`config.mk`:
```
export PLATFORM = sky130hd
export DESIGN_NAME = vote_tally_reader_flat
export DESIGN_NICKNAME = d
export VERILOG_FILES = /design/src/rtl/vote_pkg.sv /design/src/rtl/vote_tally_reader_if.sv /design/src/rtl/vote_max_cmp.sv /design/src/rtl/vote_tally_reader.sv /design/src/flat_wrapper.sv
export SDC_FILE = /design/constraint.sdc
export NUM_CORES = 1
export LEC_CHECK = 0
export BUFFER_PORTS_ARGS = -buffer_cell sky130_fd_sc_hd__buf_2
export CORE_MARGIN = 2
export CORE_UTILIZATION = 40
export CTS_CLUSTER_DIAMETER = 100
export DETAILED_ROUTE_END_ITERATION = 7
export GPL_ROUTABILITY_DRIVEN = 0
export SYNTH_ARGS = -nofsm -noshare
export SYNTH_HDL_FRONTEND = slang
export SYNTH_SLANG_ARGS = --single-unit
```
`constraint.sdc`:
```
create_clock -name clk -period 2.7 [get_ports clk]
set_input_delay 0.27 -clock clk [delete_from_list [all_inputs] [get_ports clk]]
set_output_delay 0.27 -clock clk [all_outputs]
set_load 0.02 [all_outputs]
```
`src/rtl/vote_pkg.sv`:
```
// Shared definitions for the vote tally reader: default sizes, FSM state
// encodings and the accumulator width derivation.
// Optional feature macro: VOTE_MARGIN_EN (runner-up count and margin outputs).
`ifndef VOTE_SUM_W
`define VOTE_SUM_W(cnt_w, idx_w) ((cnt_w) + (idx_w))
`endif

package vote_pkg;

  localparam int NUM_CAND_DEF = 4;
  localparam int CNT_W_DEF    = 21;

  typedef enum logic [1:0] {
    ST_IDLE  = 2'd0,
    ST_ISSUE = 2'd1,
    ST_DRAIN = 2'd2,
    ST_FIN   = 2'd3
  } vote_state_e;

endpackage

```
`src/rtl/vote_tally_reader_if.sv`:
```
// Read port between the tally reader (master) and the counter bank (slave).
// rd_data is valid exactly one cycle after rd_en.
interface vote_tally_reader_if #(
  parameter int CNT_W = 21,
  parameter int IDX_W = 2
);

  logic             rd_en;
  logic [IDX_W-1:0] rd_idx;
  logic [CNT_W-1:0] rd_data;

  modport master (
    output rd_en,
    output rd_idx,
    input  rd_data
  );

  modport slave (
    input  rd_en,
    input  rd_idx,
    output rd_data
  );

endinterface

```
`src/rtl/vote_max_cmp.sv`:
```
// Registered compare/accumulate stage: running max, its index, running sum
// and tie flag (plus second-highest value when VOTE_MARGIN_EN is defined).
// Exposes the next-state values so the caller can capture the final result
// on the same edge the last datum is absorbed.
module vote_max_cmp #(
  parameter int CNT_W = 21,
  parameter int IDX_W = 2,
  parameter int SUM_W = 23
) (
  input  logic             clk,
  input  logic             clr_i,
  input  logic             vld_i,
  input  logic [IDX_W-1:0] idx_i,
  input  logic [CNT_W-1:0] data_i,
  output logic [CNT_W-1:0] max_d_o,
  output logic [IDX_W-1:0] idx_d_o,
  output logic [SUM_W-1:0] sum_d_o,
`ifdef VOTE_MARGIN_EN
  output logic [CNT_W-1:0] second_d_o,
`endif
  output logic             tie_d_o
);

  logic [CNT_W-1:0] max_q, max_d;
  logic [IDX_W-1:0] idx_q, idx_d;
  logic [SUM_W-1:0] sum_q, sum_d;
  logic             tie_q, tie_d;
`ifdef VOTE_MARGIN_EN
  logic [CNT_W-1:0] second_q, second_d;
`endif

  logic [SUM_W-1:0] data_ext;
  assign data_ext = {{(SUM_W-CNT_W){1'b0}}, data_i};

  // Next running values: clear on scan start, fold in each valid datum;
  // index 0 always seeds the max so stale state never leaks in.
  always_comb begin
    max_d = max_q;
    idx_d = idx_q;
    sum_d = sum_q;
    tie_d = tie_q;
`ifdef VOTE_MARGIN_EN
    second_d = second_q;
`endif
    if (clr_i) begin
      max_d = '0;
      idx_d = '0;
      sum_d = '0;
      tie_d = 1'b0;
`ifdef VOTE_MARGIN_EN
      second_d = '0;
`endif
    end else if (vld_i) begin
      sum_d = sum_q + data_ext;
      if (idx_i == '0) begin
        max_d = data_i;
        idx_d = idx_i;
        tie_d = 1'b0;
`ifdef VOTE_MARGIN_EN
        second_d = '0;
`endif
      end else if (data_i > max_q) begin
        max_d = data_i;
        idx_d = idx_i;
        tie_d = 1'b0;
`ifdef VOTE_MARGIN_EN
        second_d = max_q;
`endif
      end else if (data_i == max_q) begin
        tie_d = 1'b1;
`ifdef VOTE_MARGIN_EN
        second_d = data_i;
`endif
      end else begin
`ifdef VOTE_MARGIN_EN
        if (data_i > second_q) second_d = data_i;
`endif
      end
    end
  end

  // Running-value registers (no reset: every scan starts with a clear).
  always_ff @(posedge clk) begin
    max_q <= max_d;
    idx_q <= idx_d;
    sum_q <= sum_d;
    tie_q <= tie_d;
`ifdef VOTE_MARGIN_EN
    second_q <= second_d;
`endif
  end

  assign max_d_o = max_d;
  assign idx_d_o = idx_d;
  assign sum_d_o = sum_d;
  assign tie_d_o = tie_d;
`ifdef VOTE_MARGIN_EN
  assign second_d_o = second_d;
`endif

endmodule

```
`src/rtl/vote_tally_reader.sv`:
```
// Vote tally reader: scans NUM_CAND counters one per cycle through a
// synchronous read port and reports winner index/count, total and tie.
// Optional feature macro: VOTE_MARGIN_EN adds runner_count and margin.
module vote_tally_reader
  import vote_pkg::*;
#(
  parameter int NUM_CAND = NUM_CAND_DEF,
  parameter int CNT_W    = CNT_W_DEF,
  parameter int IDX_W    = $clog2(NUM_CAND),
  parameter int SUM_W    = `VOTE_SUM_W(CNT_W, IDX_W)
) (
  input  logic                clk,
  input  logic                rst,
  input  logic                start,
  vote_tally_reader_if.master rd_bus,
  output logic                busy,
  output logic                done,
  output logic [IDX_W-1:0]    winner_idx,
  output logic [CNT_W-1:0]    winner_count,
  output logic [SUM_W-1:0]    total,
`ifdef VOTE_MARGIN_EN
  output logic [CNT_W-1:0]    runner_count,
  output logic [CNT_W-1:0]    margin,
`endif
  output logic                tie
);

  vote_state_e state_q, state_d;

  logic             rd_en_q, rd_en_d;
  logic [IDX_W-1:0] rd_idx_q, rd_idx_d;
  logic             busy_q, busy_d;
  logic             done_q, done_d;
  logic             start_acc;

  assign start_acc = (state_q == ST_IDLE) && start;

  // State and control-output registers.
  always_ff @(posedge clk) begin
    if (rst) begin
      state_q  <= ST_IDLE;
      rd_en_q  <= 1'b0;
      rd_idx_q <= '0;
      busy_q   <= 1'b0;
      done_q   <= 1'b0;
    end else begin
      state_q  <= state_d;
      rd_en_q  <= rd_en_d;
      rd_idx_q <= rd_idx_d;
      busy_q   <= busy_d;
      done_q   <= done_d;
    end
  end

  // Next-state: one ISSUE cycle per candidate, one DRAIN, one FIN.
  always_comb begin
    state_d = state_q;
    case (state_q)
      ST_IDLE:  if (start) state_d = ST_ISSUE;
      ST_ISSUE: if (rd_idx_q == IDX_W'(NUM_CAND - 1)) state_d = ST_DRAIN;
      ST_DRAIN: state_d = ST_FIN;
      ST_FIN:   state_d = ST_IDLE;
      default:  state_d = ST_IDLE;
    endcase
  end

  // Outputs registered from the next state so they align with the state.
  always_comb begin
    rd_en_d  = (state_d == ST_ISSUE);
    rd_idx_d = '0;
    if (state_d == ST_ISSUE && state_q == ST_ISSUE) rd_idx_d = rd_idx_q + IDX_W'(1);
    busy_d   = (state_d == ST_ISSUE) || (state_d == ST_DRAIN);
    done_d   = (state_d == ST_FIN);
  end

  // ---- p0: read issued last cycle, datum arrives this cycle ----
  logic             vld_p0;
  logic [IDX_W-1:0] idx_p0;

  // Track which reads are in flight; reset drops any pending datum.
  always_ff @(posedge clk) begin
    if (rst) vld_p0 <= 1'b0;
    else     vld_p0 <= rd_en_q;
  end

  // Index travels with the read so the compare stage knows its slot.
  always_ff @(posedge clk) begin
    idx_p0 <= rd_idx_q;
  end

  // ---- p1: compare/accumulate ----
  logic [CNT_W-1:0] max_nx;
  logic [IDX_W-1:0] idx_nx;
  logic [SUM_W-1:0] sum_nx;
  logic             tie_nx;
`ifdef VOTE_MARGIN_EN
  logic [CNT_W-1:0] second_nx;
`endif

  vote_max_cmp #(
    .CNT_W (CNT_W),
    .IDX_W (IDX_W),
    .SUM_W (SUM_W)
  ) u_cmp (
    .clk        (clk),
    .clr_i      (start_acc),
    .vld_i      (vld_p0),
    .idx_i      (idx_p0),
    .data_i     (rd_bus.rd_data),
    .max_d_o    (max_nx),
    .idx_d_o    (idx_nx),
    .sum_d_o    (sum_nx),
`ifdef VOTE_MARGIN_EN
    .second_d_o (second_nx),
`endif
    .tie_d_o    (tie_nx)
  );

  // ---- p2: result registers, loaded as the last datum is absorbed ----
  logic [IDX_W-1:0] winner_idx_q;
  logic [CNT_W-1:0] winner_count_q;
  logic [SUM_W-1:0] total_q;
  logic             tie_q;
`ifdef VOTE_MARGIN_EN
  logic [CNT_W-1:0] runner_q;
  logic [CNT_W-1:0] margin_q;
`endif

  // Results update only on the DRAIN->FIN edge so they are valid with done.
  always_ff @(posedge clk) begin
    if (rst) begin
      winner_idx_q   <= '0;
      winner_count_q <= '0;
      total_q        <= '0;
      tie_q          <= 1'b0;
`ifdef VOTE_MARGIN_EN
      runner_q       <= '0;
      margin_q       <= '0;
`endif
    end else if (state_q == ST_DRAIN) begin
      winner_idx_q   <= idx_nx;
      winner_count_q <= max_nx;
      total_q        <= sum_nx;
      tie_q          <= tie_nx;
`ifdef VOTE_MARGIN_EN
      runner_q       <= second_nx;
      margin_q       <= tie_nx ? '0 : (max_nx - second_nx);
`endif
    end
  end

  assign rd_bus.rd_en  = rd_en_q;
  assign rd_bus.rd_idx = rd_idx_q;
  assign busy          = busy_q;
  assign done          = done_q;
  assign winner_idx    = winner_idx_q;
  assign winner_count  = winner_count_q;
  assign total         = total_q;
  assign tie           = tie_q;
`ifdef VOTE_MARGIN_EN
  assign runner_count  = runner_q;
  assign margin        = margin_q;
`endif

endmodule

```
`src/flat_wrapper.sv`:
```
// flat-port wrapper written by rule: the top's interface ports become plain ports
module vote_tally_reader_flat import vote_pkg::*;
#(
  parameter int NUM_CAND = NUM_CAND_DEF,
  parameter int CNT_W    = CNT_W_DEF,
  parameter int IDX_W    = $clog2(NUM_CAND),
  parameter int SUM_W    = `VOTE_SUM_W(CNT_W, IDX_W)
)
  (clk, rst, start, busy, done, winner_idx, winner_count, total, tie, rd_bus_rd_en, rd_bus_rd_idx, rd_bus_rd_data);
  vote_tally_reader_if #(.CNT_W(CNT_W), .IDX_W(IDX_W)) rd_bus_i ();
  input  logic clk;
  input  logic rst;
  input  logic start;
  output logic busy;
  output logic done;
  output logic [IDX_W-1:0] winner_idx;
  output logic [CNT_W-1:0] winner_count;
  output logic [SUM_W-1:0] total;
  output logic tie;
  output wire logic [$bits(rd_bus_i.rd_en)-1:0] rd_bus_rd_en;
  output wire logic [$bits(rd_bus_i.rd_idx)-1:0] rd_bus_rd_idx;
  input wire logic [$bits(rd_bus_i.rd_data)-1:0] rd_bus_rd_data;
  assign rd_bus_rd_en = rd_bus_i.rd_en;
  assign rd_bus_rd_idx = rd_bus_i.rd_idx;
  assign rd_bus_i.rd_data = rd_bus_rd_data;
  vote_tally_reader #(.NUM_CAND(NUM_CAND), .CNT_W(CNT_W), .IDX_W(IDX_W), .SUM_W(SUM_W)) u_core (.clk(clk), .rst(rst), .start(start), .rd_bus(rd_bus_i), .busy(busy), .done(done), .winner_idx(winner_idx), .winner_count(winner_count), .total(total), .tie(tie));
endmodule
```
==> flow_summary.html, run 1 <==
<table>
<tr><th>Metric</th><th>Value</th></tr>
<tr><th colspan="2">Hold path</th></tr>
<tr><td>Worst Min Path Start</td><td>rd_bus_rd_data[4]</td></tr>
<tr><td>Hold-critical path depth</td><td>3</td></tr>
<tr><td>Destination of the worst hold path</td><td>u_core.u_cmp.max_q[4]</td></tr>
<tr><td>Class of the most critical hold timing path</td><td>input port to register</td></tr>
<tr><th colspan="2">Synthesis</th></tr>
<tr><td>Post-synthesis sequential area ratio</td><td>0.391</td></tr>
<tr><td>Yosys Warn Count</td><td>0</td></tr>
<tr><td>Post-synthesis share of cell area spent on full adders, half adders and majority gates</td><td>0.107</td></tr>
<tr><td>Post-synthesis sequential element count</td><td>104</td></tr>
<tr><td>Most frequently used flop master after synthesis</td><td>dfxtp_1</td></tr>
<tr><td>EDFF count, synth</td><td>0</td></tr>
<tr><td>Net count after synthesis</td><td>673</td></tr>
<tr><td>Cell area after synthesis</td><td>5330 um2</td></tr>
<tr><td>Post-synthesis instance total</td><td>604</td></tr>
<tr><td>Simple-gate share of the synthesized area</td><td>0.172</td></tr>
<tr><td>Count of distinct cell types in the synthesized netlist</td><td>59</td></tr>
<tr><td>Share of synthesized area spent on multiplexers</td><td>0.0702</td></tr>
<tr><td>Combinational family with the most area after synthesis</td><td>compound AO/OA/AOI/OAI gates</td></tr>
<tr><td>Share of flip-flops with an asynchronous set or reset after synthesis</td><td>0</td></tr>
<tr><td>Xor-xnor portion of the synthesized cell area</td><td>0.0181</td></tr>
<tr><td>Average cell area after synthesis</td><td>8.82 um2</td></tr>
<tr><td>Area fraction in compound gates after synthesis</td><td>0.196</td></tr>
<tr><th colspan="2">Clocking</th></tr>
<tr><td>Clock latency reported for the late side of the worst-skew pair</td><td>0.35 ns</td></tr>
<tr><td>Buffer cell driving the clock tree root</td><td>clkbuf_16</td></tr>
<tr><td>Bufs on Longest Clock Path</td><td>2</td></tr>
<tr><td>H-tree depth</td><td>3</td></tr>
<tr><td>Clock-pin slew on the worst setup and hold paths</td><td>0.07 ns</td></tr>
<tr><td>TritonCTS clock tree</td><td>built</td></tr>
<tr><td>Num CTS Buffers</td><td>9</td></tr>
<tr><td>Post-cts hold buffer count</td><td>0</td></tr>
<tr><td>Clk sink count</td><td>104</td></tr>
<tr><th colspan="2">Worst setup path</th></tr>
<tr><td>Largest fanout on the critical path</td><td>3</td></tr>
<tr><td>R2R setup slack</td><td>0.08 ns</td></tr>
<tr><td>Required @ worst endpoint</td><td>2.95 ns</td></tr>
<tr><td>Signal arrival time at the worst endpoint</td><td>2.87 ns</td></tr>
<tr><td>Worst flop-to-flop path startpoint</td><td>u_core.u_cmp.sum_q[0]</td></tr>
<tr><td>Count of buffering cells on the critical path with inverters included</td><td>0</td></tr>
<tr><td>Max stage delay on crit path</td><td>0.36 ns</td></tr>
<tr><td>CP Class</td><td>register to register</td></tr>
<tr><td>Cell with the biggest individual delay on the critical path</td><td>mux2_2</td></tr>
<tr><td>Kind of launch point of the worst setup path</td><td>register</td></tr>
<tr><td>Critical-path cell list</td><td>ha_4 -&gt; fa_2 -&gt; a211o_1 -&gt; a211oi_2 -&gt; o21a_1 -&gt; o211ai_1 -&gt; a31oi_1 -&gt; mux2_2 -&gt; a311oi_1</td></tr>
<tr><td>Capture instance of the worst register-to-register path</td><td>u_core.total[18]</td></tr>
<tr><td>Critical Path End Type</td><td>register</td></tr>
<tr><td>Family with the most delay on the worst path</td><td>compound AO/OA/AOI/OAI gates</td></tr>
<tr><td>Length in cells of the worst reg-to-reg path</td><td>9</td></tr>
<tr><th colspan="2">Route</th></tr>
<tr><td>Remaining design rule violation count</td><td>0</td></tr>
<tr><td>Detail-routed via count per cell</td><td>5.26</td></tr>
<tr><td>Total wire length</td><td>13100 um</td></tr>
<tr><td>Starting DRT DRC Count</td><td>284</td></tr>
<tr><td>DRT Pass-1 Iters</td><td>5</td></tr>
<tr><td>ANT nets after route</td><td>0</td></tr>
<tr><td>Routed via count</td><td>4501</td></tr>
<tr><td>Per-cell routed wire length</td><td>15.3 um</td></tr>
<tr><th colspan="2">Floorplan</th></tr>
<tr><td>Effective utilization at floorplan</td><td>0.406</td></tr>
<tr><td>Die height</td><td>119 um</td></tr>
<tr><td>Floorplan die area</td><td>14300 um2</td></tr>
<tr><td>Ports</td><td>76</td></tr>
<tr><td>Floorplan die width</td><td>119 um</td></tr>
<tr><td>Placement Rows</td><td>42</td></tr>
<tr><td>Standard cell core area</td><td>13100 um2</td></tr>
<tr><th colspan="2">Timing</th></tr>
<tr><td>Clock period minus final worst setup slack</td><td>2.62 ns</td></tr>
<tr><td>Highest clock rate</td><td>0.382 GHz</td></tr>
<tr><td>Setup TNS Final</td><td>0 ns</td></tr>
<tr><td>Max transition margin</td><td>0.462</td></tr>
<tr><td>Max-slew violation count</td><td>0</td></tr>
<tr><td>Final Cycle Share</td><td>0.971</td></tr>
<tr><td>Final setup violation count</td><td>0</td></tr>
<tr><td>Unrepaired setup endpoints after global routing</td><td>true</td></tr>
<tr><td>Measured slew at the worst slew-check pin</td><td>0.806 ns</td></tr>
<tr><td>Count of endpoints failing hold in the final timing report</td><td>0</td></tr>
<tr><td>Setup Skew</td><td>0.00877 ns</td></tr>
<tr><th colspan="2">Pwr</th></tr>
<tr><td>Worst supply voltage drop on vdd</td><td>0.250 mV</td></tr>
<tr><td>Static leakage</td><td>2.77 nW</td></tr>
<tr><td>PD cells</td><td>625 nW/um2</td></tr>
<tr><th colspan="2">Final layout</th></tr>
<tr><td>Area Growth Syn to Fin</td><td>17.8%</td></tr>
<tr><td>Post-layout nets</td><td>745</td></tr>
<tr><td>Count of filler cells inserted in the layout</td><td>1324</td></tr>
<tr><td>Proportion of layout cells with a drive suffix above 1</td><td>0.196</td></tr>
<tr><td>Final core utilization</td><td>0.478</td></tr>
<tr><td>Final Instance Count excl. Fillers</td><td>856</td></tr>
<tr><td>Combined area of the multi-input logic cells</td><td>3050 um2</td></tr>
<tr><td>Diodes inserted</td><td>0</td></tr>
<tr><td>Sequential cell area in the final layout</td><td>2080 um2</td></tr>
<tr><th colspan="2">Global route</th></tr>
<tr><td>Total Routing Usage GR</td><td>0.192</td></tr>
<tr><td>Antenna violations before repair</td><td>0</td></tr>
<tr><td>Number of global-route vias before repair</td><td>4365</td></tr>
<tr><td>GRT Residual Overflow</td><td>0</td></tr>
<tr><td>Pin count of the biggest net entering global routing</td><td>53</td></tr>
<tr><td>Global-route wire length before repair</td><td>21800 um</td></tr>
<tr><th colspan="2">Placement</th></tr>
<tr><td>Instance count after placement with tap cells included</td><td>839</td></tr>
<tr><td>Post-DP HPWL</td><td>9790 um</td></tr>
<tr><td>Input/output buffers</td><td>75</td></tr>
<tr><th colspan="2">Flow run</th></tr>
<tr><td>Total of max-cap violations</td><td>0</td></tr>
<tr><th colspan="2">Outcome</th></tr>
<tr><td>Result of the run</td><td>completed</td></tr>
</table>
==> power breakdown <==
part           switching (mW)  internal, mW
Clock                   0.559         0.738
Combinational           0.546         0.399
Sequential             0.0564          1.63
Total                    1.16          2.77
==> layer usage <==
| layer | wire (um) | GRT usage |
|---|---|---|
| met1 | 6420 | 0.272 |
| met2 | 5730 | 0.296 |
| met3 | 733 | 0.0316 |
| met4 | 226 | 0.0669 |
| met5 | 0 | 0 |
==> worst min-delay path, delay by kind of cell <==
family / cells / cell delay, ns
buffers and inverters: 1 / 0.11
multiplexers: 1 / 0.08
AND/OR/NAND/NOR: 1 / 0.08
==> worst max-delay path by stage <==
| stage | start | end | cells after the start |
|---|---|---|---|
| 2_1_floorplan | u_core.u_cmp.sum_q[0] | u_core.total[18] | 9 |
| 3_3_place_gp | rd_bus_rd_data[0] | u_core.total[18] | 10 |
| 3_5_place_dp | rd_bus_rd_data[0] | u_core.total[20] | 10 |
| 4_1_cts | u_core.u_cmp.sum_q[0] | u_core.total[20] | 9 |
| 5_1_grt | u_core.u_cmp.sum_q[0] | u_core.total[20] | 9 |
| 6_report | u_core.u_cmp.sum_q[0] | u_core.total[18] | 9 |
==> cell families (layout without fill, tap and decap cells) <==
| logic type | after synthesis | count (layout) |
|---|---|---|
| compound gates | 149 | 149 |
| mux | 37 | 37 |
| simple gates | 198 | 198 |
| xor+xnor | 11 | 11 |
| buf+inv | 60 | 136 |
| fa+ha+maj | 45 | 45 |
| flops | 104 | 104 |
==> flip-flops by register name (all words and copies together), names as in the netlist, 2 cells and up <==
signal and count:
u_core.u_cmp.sum_q 23, u_core.state_q 2, u_core.idx_p0 2, u_core.winner_count 21, u_core.u_cmp.max_q 21, u_core.rd_bus.rd_idx 2, u_core.winner_idx 2, u_core.total 23
u_core.u_cmp.idx_q 2
==> synthesized netlist by cell type (3+ instances only) <==
cell	instances	area share
nor3b_1	3	0.0042
nand2b_1	5	0.0059
dfxtp_1	104	0.39
buf_1	6	0.0042
clkbuf_1	25	0.018
nor3_1	9	0.0085
nand4_1	7	0.0082
or3_1	4	0.0047
nand3_1	12	0.011
a21o_1	13	0.018
a21oi_1	36	0.034
a211oi_1	37	0.052
o21a_1	6	0.0085
nand3b_1	4	0.0056
nor2_1	99	0.070
mux2i_1	34	0.064
inv_1	26	0.018
a311oi_1	4	0.0066
ha_1	44	0.10
or2_2	3	0.0035
o21ai_0	18	0.017
xor2_1	4	0.0066
nand2_1	33	0.023
and3_1	5	0.0059
a31oi_1	5	0.0059
xnor2_1	7	0.012
nor2b_1	5	0.0059
o211ai_1	4	0.0056
mux2_2	3	0.0063
==> timing repair <==
item,CTS,global route
cloned,0,0
pin swaps,2,9
setup buffers,1,1
endpoints found under the setup margin,2,5
gates resized for setup,1,7
==> placed cells by master, fill, tap and decap left out, drive strengths merged, types with 4 or more instances in the layout <==
| cell type | n |
|---|---|
| o211ai | 4 |
| nor2 | 99 |
| dfxtp | 104 |
| o21ai | 19 |
| buf | 95 |
| a31oi | 7 |
| nand4 | 8 |
| mux2i | 34 |
| clkbuf | 12 |
| ha | 44 |
| nand3b | 4 |
| a21o | 13 |
| and3 | 5 |
| a311oi | 4 |
| nor2b | 5 |
| xnor2 | 7 |
| nand2b | 5 |
| nor3 | 9 |
| or3 | 4 |
| inv | 26 |
| xor2 | 4 |
| a21oi | 36 |
| nand2 | 33 |
| a211oi | 38 |
| nand3 | 13 |
| o21a | 6 |
==> stage by stage <==
step,power (mW),hold slack (ns),worst slack [ns],instance area [um2]
finish,3.93,0.232,0.0788,6280
global route,4.15,0.241,-0.0467,6280
CTS,3.95,0.215,0.00279,6240
detailed placement,2.64,0.374,-0.204,5940
global placement,2.61,0.368,-0.153,5940
floorplan,2.39,0.434,0.133,5330
==> final cells by class <==
| type | count | area share |
|---|---|---|
| clock buffer | 12 | 0.0393 |
| clock inverter | 3 | 0.00677 |
| inverter | 26 | 0.0155 |
| multi-input combinational | 440 | 0.486 |
| sequential | 104 | 0.332 |
| tap | 176 | 0.0351 |
| timing repair buffer | 95 | 0.0857 |
(Power assumes the default switching activity.)
==> run 2: changes to the inputs <==
- BUFFER_PORTS_ARGS: -buffer_cell sky130_fd_sc_hd__buf_2 -> -buffer_cell sky130_fd_sc_hd__buf_4
==> run 2 against run 1 <==
First-iteration DRC count down 15%. Die area unchanged. Hold slack worse by 0.031 ns. Sequential share of layout area down 1.2 points. Design area up 3.7%. Total power up 2.1%. Critical path depth up 1. Global-route usage about the same. Register-to-register slack better by 0.03 ns. Count of clock-buffer cells in the layout unchanged. Flip-flop and latch count unchanged. Clock power up 5%. Largest cell class unchanged.
==> flow_summary.html, run 2 (same netlist as run 1, synthesis figures left out) <==
<table>
<tr><th>Metric</th><th>Value</th></tr>
<tr><th colspan="2">Final layout</th></tr>
<tr><td>Diodes inserted</td><td>0</td></tr>
<tr><td>Post-layout nets</td><td>744</td></tr>
<tr><td>Most frequent standard cell in the layout excluding fill and tap cells</td><td>dfxtp_1</td></tr>
<tr><td>Proportion of layout cells with a drive suffix above 1</td><td>0.203</td></tr>
<tr><td>Area of all placed cells without fillers</td><td>6510 um2</td></tr>
<tr><td>Area Growth Syn to Fin</td><td>22.2%</td></tr>
<tr><td>Top library cells by usage in the layout, fill and taps aside</td><td>dfxtp_1, nor2_1, buf_4, ha_1, a21oi_1</td></tr>
<tr><td>Final core utilization</td><td>0.496</td></tr>
<tr><th colspan="2">Worst setup path</th></tr>
<tr><td>Cell with the biggest individual delay on the critical path</td><td>ha_1</td></tr>
<tr><td>Max stage delay on crit path</td><td>0.34 ns</td></tr>
<tr><td>Kind of launch point of the worst setup path</td><td>register</td></tr>
<tr><td>Critical-path cell list</td><td>inv_1 -&gt; ha_1 -&gt; a21oi_1 -&gt; o21ai_0 -&gt; a2bb2oi_1 -&gt; nand3_2 -&gt; a31oi_4 -&gt; buf_12 -&gt; mux2i_1 -&gt; a211oi_1</td></tr>
<tr><td>Family with the most delay on the worst path</td><td>compound AO/OA/AOI/OAI gates</td></tr>
<tr><td>Critical Path Stages</td><td>10</td></tr>
<tr><td>Critical Path End Type</td><td>register</td></tr>
<tr><td>Signal arrival time at the worst endpoint</td><td>2.80 ns</td></tr>
<tr><td>Required @ worst endpoint</td><td>2.91 ns</td></tr>
<tr><td>CP Class</td><td>register to register</td></tr>
<tr><td>Length in cells of the worst reg-to-reg path</td><td>10</td></tr>
<tr><td>Count of buffering cells on the critical path with inverters included</td><td>2</td></tr>
<tr><td>Largest fanout on the critical path</td><td>18</td></tr>
<tr><th colspan="2">Clocking</th></tr>
<tr><td>Num CTS Buffers</td><td>9</td></tr>
<tr><td>Bufs on Longest Clock Path</td><td>2</td></tr>
<tr><td>Clk sink count</td><td>104</td></tr>
<tr><td>H-tree depth</td><td>3</td></tr>
<tr><td>Clock-pin slew on the worst setup and hold paths</td><td>0.07 ns</td></tr>
<tr><td>Clock latency reported for the late side of the worst-skew pair</td><td>0.35 ns</td></tr>
<tr><td>TritonCTS clock tree</td><td>built</td></tr>
<tr><td>Buffer cell driving the clock tree root</td><td>clkbuf_16</td></tr>
<tr><td>Post-cts hold buffer count</td><td>0</td></tr>
<tr><th colspan="2">Timing</th></tr>
<tr><td>Setup TNS Final</td><td>0 ns</td></tr>
<tr><td>Max transition margin</td><td>0.518</td></tr>
<tr><td>Setup Skew</td><td>0.00585 ns</td></tr>
<tr><td>Unrepaired setup endpoints after global routing</td><td>true</td></tr>
<tr><td>Final Cycle Share</td><td>0.958</td></tr>
<tr><td>Measured slew at the worst slew-check pin</td><td>0.717 ns</td></tr>
<tr><td>Clock period minus final worst setup slack</td><td>2.59 ns</td></tr>
<tr><td>Smallest hold slack</td><td>0.202 ns</td></tr>
<tr><td>Count of endpoints failing hold in the final timing report</td><td>0</td></tr>
<tr><td>Max-slew violation count</td><td>0</td></tr>
<tr><td>Highest clock rate</td><td>0.386 GHz</td></tr>
<tr><td>Final setup violation count</td><td>0</td></tr>
<tr><th colspan="2">Flow run</th></tr>
<tr><td>Total of max-cap violations</td><td>0</td></tr>
<tr><th colspan="2">Global route</th></tr>
<tr><td>Antenna violations before repair</td><td>0</td></tr>
<tr><td>GRT Residual Overflow</td><td>0</td></tr>
<tr><td>Total Routing Usage GR</td><td>0.192</td></tr>
<tr><td>Pin count of the biggest net entering global routing</td><td>56</td></tr>
<tr><td>Global-route wire length before repair</td><td>21700 um</td></tr>
<tr><td>Number of global-route vias before repair</td><td>4392</td></tr>
<tr><th colspan="2">Floorplan</th></tr>
<tr><td>Die height</td><td>119 um</td></tr>
<tr><td>Ports</td><td>76</td></tr>
<tr><td>Floorplan die area</td><td>14300 um2</td></tr>
<tr><td>Effective utilization at floorplan</td><td>0.406</td></tr>
<tr><td>Standard cell core area</td><td>13100 um2</td></tr>
<tr><td>Floorplan die width</td><td>119 um</td></tr>
<tr><td>Placement Rows</td><td>42</td></tr>
<tr><th colspan="2">Route</th></tr>
<tr><td>ANT nets after route</td><td>0</td></tr>
<tr><td>Remaining design rule violation count</td><td>0</td></tr>
<tr><td>Starting DRT DRC Count</td><td>240</td></tr>
<tr><td>DRT Pass-1 Iters</td><td>4</td></tr>
<tr><td>Total wire length</td><td>13200 um</td></tr>
<tr><td>Per-cell routed wire length</td><td>15.4 um</td></tr>
<tr><td>Routed via count</td><td>4515</td></tr>
<tr><td>Detail-routed via count per cell</td><td>5.27</td></tr>
<tr><th colspan="2">Pwr</th></tr>
<tr><td>Static leakage</td><td>2.81 nW</td></tr>
<tr><td>PD cells</td><td>616 nW/um2</td></tr>
<tr><td>Power after layout</td><td>4.01 mW</td></tr>
<tr><td>Worst supply voltage drop on vdd</td><td>0.319 mV</td></tr>
<tr><th colspan="2">Hold path</th></tr>
<tr><td>Hold-critical path depth</td><td>3</td></tr>
<tr><td>Class of the most critical hold timing path</td><td>input port to register</td></tr>
<tr><th colspan="2">Outcome</th></tr>
<tr><td>Result of the run</td><td>completed</td></tr>
<tr><th colspan="2">Placement</th></tr>
<tr><td>Post-DP HPWL</td><td>9720 um</td></tr>
<tr><td>Input/output buffers</td><td>75</td></tr>
<tr><td>Cell Area, Placed</td><td>6120 um2</td></tr>
</table>
run 2: cell count changes in the layout (fill, tap and decap cells not counted), sizes merged:
cell / delta
buf: -1
clkinv: -1
clkinvlp: +2
run 2: routing by layer:
metal / part of all wire / track usage / up-vias / routed length, um
met2: 0.42 / 0.292 / 83 / 5610
met1: 0.52 / 0.274 / 2113 / 6810
met3: 0.034 / 0.0268 / 17 / 453
met5: 0 / 0 / - / 0
li1: - / - / 2302 / -
met4: 0.025 / 0.0735 / 0 / 327
run 2: final timing paths:
path,startpoint,slack [ns],end
worst max register to register,u_core.u_cmp.max_q[10],0.11,u_core.winner_count[18]
worst min-delay path,rd_bus_rd_data[5],0.20,u_core.u_cmp.max_q[5]
worst min register to register,u_core.rd_bus.rd_idx[1],0.39,u_core.idx_p0[1]
worst max-delay path,u_core.u_cmp.max_q[10],0.11,u_core.winner_count[18]
run 2: cell type report:
| cell class | count | area [um2] |
|---|---|---|
| Clock buffer | 12 | 256 |
| Timing Repair Buffer | 94 | 718 |
| Fill cell | 1267 | 6630 |
| Clock inverter | 4 | 52.6 |
| Inverter | 26 | 97.6 |
| Sequential cell | 104 | 2080 |
| Tap cell | 176 | 220 |
| Multi-Input combinational cell | 440 | 3080 |
run 2: stage by stage:
step	setup slack, ns	cells
CTS	-0.0296	856
floorplan	0.133	604
finish	0.112	856
global route	-0.00278	856
detailed placement	-0.220	838
global placement	-0.152	838
run 2: what timing repair did:
item                       CTS  global route
hold endpoints to repair     0             0
pin swaps                    4             9
setup endpoints to repair    2            24
setup buffers                2             0
resized for setup            3            12
run 2: power breakdown:
group	switching, mW	leakage, nW	total, mW	internal, mW
clock	0.587	0.141	1.36	0.770
sequential	0.0582	0.847	1.69	1.63
combinational	0.551	1.82	0.966	0.415
total	1.20	2.81	4.01	2.81
run 2: worst min-delay path: cells and delay by family:
kind	cells	cell delay [ns]
AND/OR/NAND/NOR	1	0.08
buffers and inverters	1	0.10
multiplexers	1	0.07
